==> src/rtl/muldiv_pkg.sv <==
// muldiv_pkg: ALU control codes, FSM state encoding and counter sizing for muldiv_sequencer.
package muldiv_pkg;
  localparam logic [5:0] MULT = 6'b001000;
  localparam logic [5:0] DIV  = 6'b001010;
  localparam logic [5:0] MFHI = 6'b001111;
  localparam logic [5:0] MFLO = 6'b000001;
  typedef enum logic [2:0] {ST_IDLE, ST_MUL, ST_DIV, ST_DZERO, ST_FIX} state_t;
  function automatic int cnt_w(input int w);
    return w > 1 ? $clog2(w) : 1;
  endfunction
endpackage

==> src/rtl/muldiv_step.sv <==
// muldiv_step: one combinational shift-add multiply or restoring-divide iteration on a 2*WIDTH register.
module muldiv_step #(parameter int WIDTH = 32) (
  input  logic               i_div,
  input  logic [2*WIDTH-1:0] i_acc,
  input  logic [WIDTH-1:0]   i_m,
  output logic [2*WIDTH-1:0] o_acc
);
  logic [WIDTH:0] w_sum, w_trial;
  assign w_sum   = {1'b0, i_acc[2*WIDTH-1:WIDTH]} + (i_acc[0] ? {1'b0, i_m} : '0);
  // Trial subtract on the remainder after its left shift; bit WIDTH is the borrow.
  assign w_trial = i_acc[2*WIDTH-1:WIDTH-1] - {1'b0, i_m};
  always_comb
    o_acc = !i_div ? {w_sum, i_acc[WIDTH-1:1]} :
            w_trial[WIDTH] ? {i_acc[2*WIDTH-2:0], 1'b0} :
            {w_trial[WIDTH-1:0], i_acc[WIDTH-2:0], 1'b1};
endmodule

==> src/rtl/muldiv_sequencer.sv <==
// muldiv_sequencer: iterative mult/div sequencer owning HI/LO, serving mfhi/mflo and stalling while busy.
// MULDIV_SIGNED_EN selects two's-complement mult/div with an extra sign-fix cycle.
module muldiv_sequencer import muldiv_pkg::*; #(parameter int WIDTH = 32) (
  input  logic             clk,
  input  logic             rst_n,
  input  logic             start,
  input  logic [5:0]       alu_ctrl,
  input  logic [WIDTH-1:0] op_a,
  input  logic [WIDTH-1:0] op_b,
  output logic             busy,
  output logic             done,
  output logic             stall,
  output logic [WIDTH-1:0] hi,
  output logic [WIDTH-1:0] lo,
  output logic [WIDTH-1:0] rd_data
);
  localparam int CW = cnt_w(WIDTH);
  state_t r_state, w_next;
  logic [CW-1:0] r_cnt;
  logic [2*WIDTH-1:0] r_acc, w_step;
  logic [WIDTH-1:0] r_m, r_hi, r_lo, w_a, w_b;
  logic r_done, w_mul, w_div, w_known;
`ifdef MULDIV_SIGNED_EN
  localparam state_t ST_AFTER = ST_FIX;
  logic r_sa, r_sq, r_isdiv;
  assign w_a = op_a[WIDTH-1] ? -op_a : op_a;
  assign w_b = op_b[WIDTH-1] ? -op_b : op_b;
`else
  localparam state_t ST_AFTER = ST_IDLE;
  assign w_a = op_a;
  assign w_b = op_b;
`endif
  assign w_mul   = start && alu_ctrl == MULT;
  assign w_div   = start && alu_ctrl == DIV;
  assign w_known = alu_ctrl == MULT || alu_ctrl == DIV || alu_ctrl == MFHI || alu_ctrl == MFLO;
  assign busy    = r_state != ST_IDLE;
  assign stall   = start && w_known && busy;
  assign done    = r_done;
  assign hi      = r_hi;
  assign lo      = r_lo;
  assign rd_data = alu_ctrl == MFHI ? r_hi : alu_ctrl == MFLO ? r_lo : '0;
  muldiv_step #(.WIDTH(WIDTH)) u_step (
    .i_div(r_state == ST_DIV),
    .i_acc(r_acc),
    .i_m(r_m),
    .o_acc(w_step)
  );
  always_ff @(posedge clk)
    if (!rst_n) r_state <= ST_IDLE;
    else r_state <= w_next;
  always_comb begin
    w_next = r_state;
    case (r_state)
      ST_IDLE:        w_next = w_mul ? ST_MUL : !w_div ? ST_IDLE : op_b == '0 ? ST_DZERO : ST_DIV;
      ST_MUL, ST_DIV: w_next = r_cnt != '0 ? r_state : ST_AFTER;
      default:        w_next = ST_IDLE;
    endcase
  end
  always_ff @(posedge clk)
    if (!rst_n) begin
      r_cnt  <= '0;
      r_acc  <= '0;
      r_m    <= '0;
      r_hi   <= '0;
      r_lo   <= '0;
      r_done <= 1'b0;
    end else begin
      r_done <= 1'b0;
      case (r_state)
        ST_IDLE: if (w_mul || w_div) begin
          r_cnt <= CW'(WIDTH - 1);
          r_m   <= w_mul ? w_a : w_b;
          // A zero divisor keeps the raw dividend so DZERO can return it as HI.
          r_acc <= {{WIDTH{1'b0}}, w_mul ? w_b : op_b == '0 ? op_a : w_a};
`ifdef MULDIV_SIGNED_EN
          r_sa    <= op_a[WIDTH-1];
          r_sq    <= op_a[WIDTH-1] ^ op_b[WIDTH-1];
          r_isdiv <= w_div;
`endif
        end
        ST_MUL, ST_DIV: begin
          r_acc <= w_step;
          r_cnt <= r_cnt - 1'b1;
`ifndef MULDIV_SIGNED_EN
          if (r_cnt == '0) begin
            {r_hi, r_lo} <= w_step;
            r_done       <= 1'b1;
          end
`endif
        end
        ST_DZERO: begin
          r_hi   <= r_acc[WIDTH-1:0];
          r_lo   <= '1;
          r_done <= 1'b1;
        end
`ifdef MULDIV_SIGNED_EN
        ST_FIX: begin
          if (r_isdiv) begin
            r_hi <= r_sa ? -r_acc[2*WIDTH-1:WIDTH] : r_acc[2*WIDTH-1:WIDTH];
            r_lo <= r_sq ? -r_acc[WIDTH-1:0] : r_acc[WIDTH-1:0];
          end else {r_hi, r_lo} <= r_sq ? -r_acc : r_acc;
          r_done <= 1'b1;
        end
`endif
        default: ;
      endcase
    end
endmodule

==> config.mk <==
export PLATFORM = sky130hd
export DESIGN_NAME = muldiv_sequencer
export DESIGN_NICKNAME = d
export VERILOG_FILES = /design/src/rtl/muldiv_pkg.sv /design/src/rtl/muldiv_step.sv /design/src/rtl/muldiv_sequencer.sv
export SDC_FILE = /design/constraint.sdc
export NUM_CORES = 1
export LEC_CHECK = 0
export CORE_ASPECT_RATIO = 1.25
export CORE_MARGIN = 4
export CORE_UTILIZATION = 50
export DETAILED_ROUTE_END_ITERATION = 10
export GPL_ROUTABILITY_DRIVEN = 0
export PLACE_DENSITY = 0.74
export SYNTH_ARGS = -nofsm -noshare
export SYNTH_HDL_FRONTEND = slang
export SYNTH_HIERARCHICAL = 1
export SYNTH_SLANG_ARGS = --single-unit
==> constraint.sdc <==
create_clock -name clk -period 6.22 [get_ports clk]
set_clock_uncertainty 0.1 [all_clocks]
set_input_delay 1.866 -clock clk [delete_from_list [all_inputs] [get_ports clk]]
set_output_delay 1.866 -clock clk [all_outputs]
set_load 0.05 [all_outputs]
==> reports/results.txt <==
CP max stage delay - 510 ps
Final Cycle Share - 0.9048
Worst skew pair latency - 430 ps
PortBufs - 171
#FFs+latches synth - 168
Buf/Inv on CP - 3
Gr usage total - 0.2814
TritonCTS buffer count - 17
Critical Path RT - 4250 ps
CTS tree - done
Syn-to-layout area delta - 22.20%
Fill cell count - 2,214
Leakage power - 5.945 nW
HP Class - flop to flop
M1 WL - 17,310 um
Reg power frac - 0.432
Pin count of the biggest net entering global routing - 80
Crit Path Max Fanout - 32
Area occupied by multi-input gates - 8388 um2
Outcome - complete, no violations
# DRC - 0
Reg clk slew, reported paths - 70 ps
Vert. Die Dim - 184.3 um
Core area - 24,500 um2
Levels on crit path - 6
Mapped Nets - 1,667
Row Count - 64
Share of cells above drive strength 1 - 0.1335
Mapped Area - 12,430 um2
FMAX - 0.1777 GHz
H-tree Lvls - 4
Max Cap Violations - 0
Area of placed instances - 14,580 um2
Post-layout util - 0.6198
DP HPWL - 28,770 um
Via count - 12.33k
GRT overflow - 0
Crit path to - rd_data[12]
Max Buffers Root-to-Sink - 2
Synthesis Warnings - 6
Met2 Wirelength - 18,570 um
Post-synth EDFFs - 0
Die Area - 27,460 um2
CP endpoint kind - output pin
Synth async-reset ratio - 0
Worst flop-to-flop path startpoint - r_acc[31]
Clock share of power - 0.432
First-pass detailed-route iteration total - 7
Sw Ratio - 0.2579
Arrival time worst endpoint - 3660 ps
Hold Buf Count CTS - 0
DR iter-0 viols - 1,186
Reg2Reg Depth - 15
Top delay family on crit path - buffers and inverters
Max VDD drop - 0.0001750 V
Post-DRT Antenna Nets - 0
Max_slew headroom - 0.1930
Gate power share - 0.137
# IOs - 172
Finished Cell Area - 15,190 um2
Total Wirelength - 39,710 um
Unrepaired setup endpoints after global routing - false
Met3 routed WL - 2813 um
Setup_tns - 0 ps
Vias in the first global route - 11.67k
Critical path launch point type - primary input
Initial antenna violation count - 2
NetSw - 0.6539 mW
Sequential cell area - 3363 um2
Via-to-Cell Ratio - 6.306
Final setup violation count - 0
Worst-Margin Slew - 1208 ps
Total power - 2.536 mW
Nets@finish - 1,756
Max layer used - met5
R2R Path End - hi[9]
Root buf cell - clkbuf_16
Postcts setup bufs - 0
Top FF cell, synth - dfxtp_1
Post_cts resized - 0
Num Clock Sinks - 168
Hold Fails Final Rpt - 0
Avg WL per Cell - 20.30 um
Pwr dens - 167.0 nW/um2
Pint - 1.882 mW
Initial Util - 0.5073
Final min period - 5628 ps
CP Class - primary input to output pin
Worst Setup SP - alu_ctrl[2]
Post-synth cell types - 64
R2R setup slack - 1590 ps
Syn Inst Count - 1,524
Avg Cell Area, Syn - 8.156 um2
Seq/Total Area, Yosys - 0.2706
Cell Chain, Critical Path - clkdlybuf4s50_1, or3_1, nor2_2, buf_4, a22o_1, buf_12
Slowest stage cell on the critical path - clkdlybuf4s50_1
Final Max Slew Viols - 0
Global-route wire length before repair - 62,660 um
Die Wd - 149.0 um
==> layout by cell type, fill, tap and decap left out, types with 8 or more instances in the layout <==
master,instances
o221a_2,34
a211oi_2,10
nor2b_1,9
mux2_2,32
xor2_1,25
o21a_1,8
nor2_1,116
buf_12,34
nand3_1,85
o31ai_1,34
nand2_1,98
ha_1,65
a31oi_1,17
o21ai_0,27
dfxtp_1,168
inv_1,56
clkdlybuf4s50_1,136
mux2i_1,98
xnor2_1,29
o21bai_1,11
buf_4,20
clkbuf_16,17
a211oi_1,63
nor4_1,11
a21oi_1,170
nor3_1,8
a22o_1,33
and2_1,37
a21o_1,29
a31o_2,32
nand4_1,10
==> sequential cells by signal, indices dropped and copies added, names as in the netlist <==
register and count:
done 1, r_m 32, r_state 2, hi 32, r_cnt 5, lo 32
r_acc 64
==> stage by stage <==
stage / cells / setup slack, ps / hold slack, ps
finish: 1956 / 591.9 / 392.8
global route: 1956 / 487.0 / 427.8
CTS: 1955 / 586.9 / 394.6
detailed placement: 1924 / 597.9 / 385.4
global placement: 1924 / 641.2 / 370.2
floorplan: 1524 / 510.0 / 359.3
==> layout make-up <==
type	instances	share of cell area
multi-input cells	1177	0.5523
repair buffers	192	0.1450
clock buffers	19	0.02982
well taps	330	0.02719
flip-flops and latches	168	0.2214
clock inverters	12	0.009968
inverters	57	0.01417
diodes	1	0.0001648
==> metal layers <==
layer,track usage,vias to the layer above
met5,0,-
met4,0.08828,2
met3,0.05853,76
met2,0.4571,490
met1,0.3760,5914
li1,-,5852
==> power groups by stage <==
stage	clock network [mW]	logic [mW]	registers [mW]
global placement	0	0.337	1.12
finish	1.09	0.347	1.09
floorplan	0	0.207	1.13
global route	1.15	0.370	1.09
CTS	1.11	0.343	1.09
detailed placement	0	0.341	1.12
==> cells by family after synthesis <==
logic type,synth area share
adders and majority gates,0.07167
buffers and inverters,0.06110
muxes,0.1079
DFF,0.2706
xor gates and xnor gates,0.03805
AOI/OAI and AO/OA,0.2946
and+or+nand+nor,0.1560
==> cell usage after synthesis, types with 4 or more instances <==
cell      number  share of area
o221a_2       34          0.031
a221oi_1       4         0.0028
buf_4          8         0.0048
o21bai_1      11         0.0066
buf_2         22         0.0089
nand2b_1       5         0.0025
and3_1         5         0.0025
buf_1          9         0.0027
a21o_1        29          0.018
clkbuf_1      79          0.024
nor2_1       120          0.036
a311oi_1       5         0.0035
o21ai_0       27          0.011
o21a_1         9         0.0054
ha_1          68          0.068
a211oi_2      10          0.010
nor2b_1        9         0.0045
inv_1         57          0.017
a21oi_1      170          0.068
mux2_2        32          0.029
o31ai_1       34          0.021
nand2_1       98          0.030
dfxtp_1      168           0.27
a22o_1        33          0.023
xor2_1        25          0.018
nor3b_1        6         0.0036
nand3_1       85          0.034
and2_1        37          0.019
nand4_1       10         0.0050
nor3_1         9         0.0036
a31oi_1       17         0.0086
nor4_1        11         0.0055
mux2i_1       98          0.079
buf_6          4         0.0036
a31o_2        32          0.023
a211oi_1      63          0.038
xnor2_1       29          0.020
o211ai_1       5         0.0030
==> worst min-delay path, delay by kind of cell, from the launching register on <==
kind	cells	cell delay [ps]
AO/OA/AOI/OAI	1	60
flip-flops	1	320
AND/OR/NAND/NOR	1	60
==> how the worst min path moves through the flow <==
stage,start,endpoint,slack [ps],depth (start not counted)
2_1_floorplan,r_acc[31],r_acc[31],360,2
3_3_place_gp,r_acc[31],r_acc[31],370,2
3_5_place_dp,r_acc[31],r_acc[31],390,2
4_1_cts,r_acc[31],r_acc[31],390,2
5_1_grt,r_acc[31],r_acc[31],430,2
6_report,r_acc[31],r_acc[31],390,2
(Power assumes the default switching activity.)
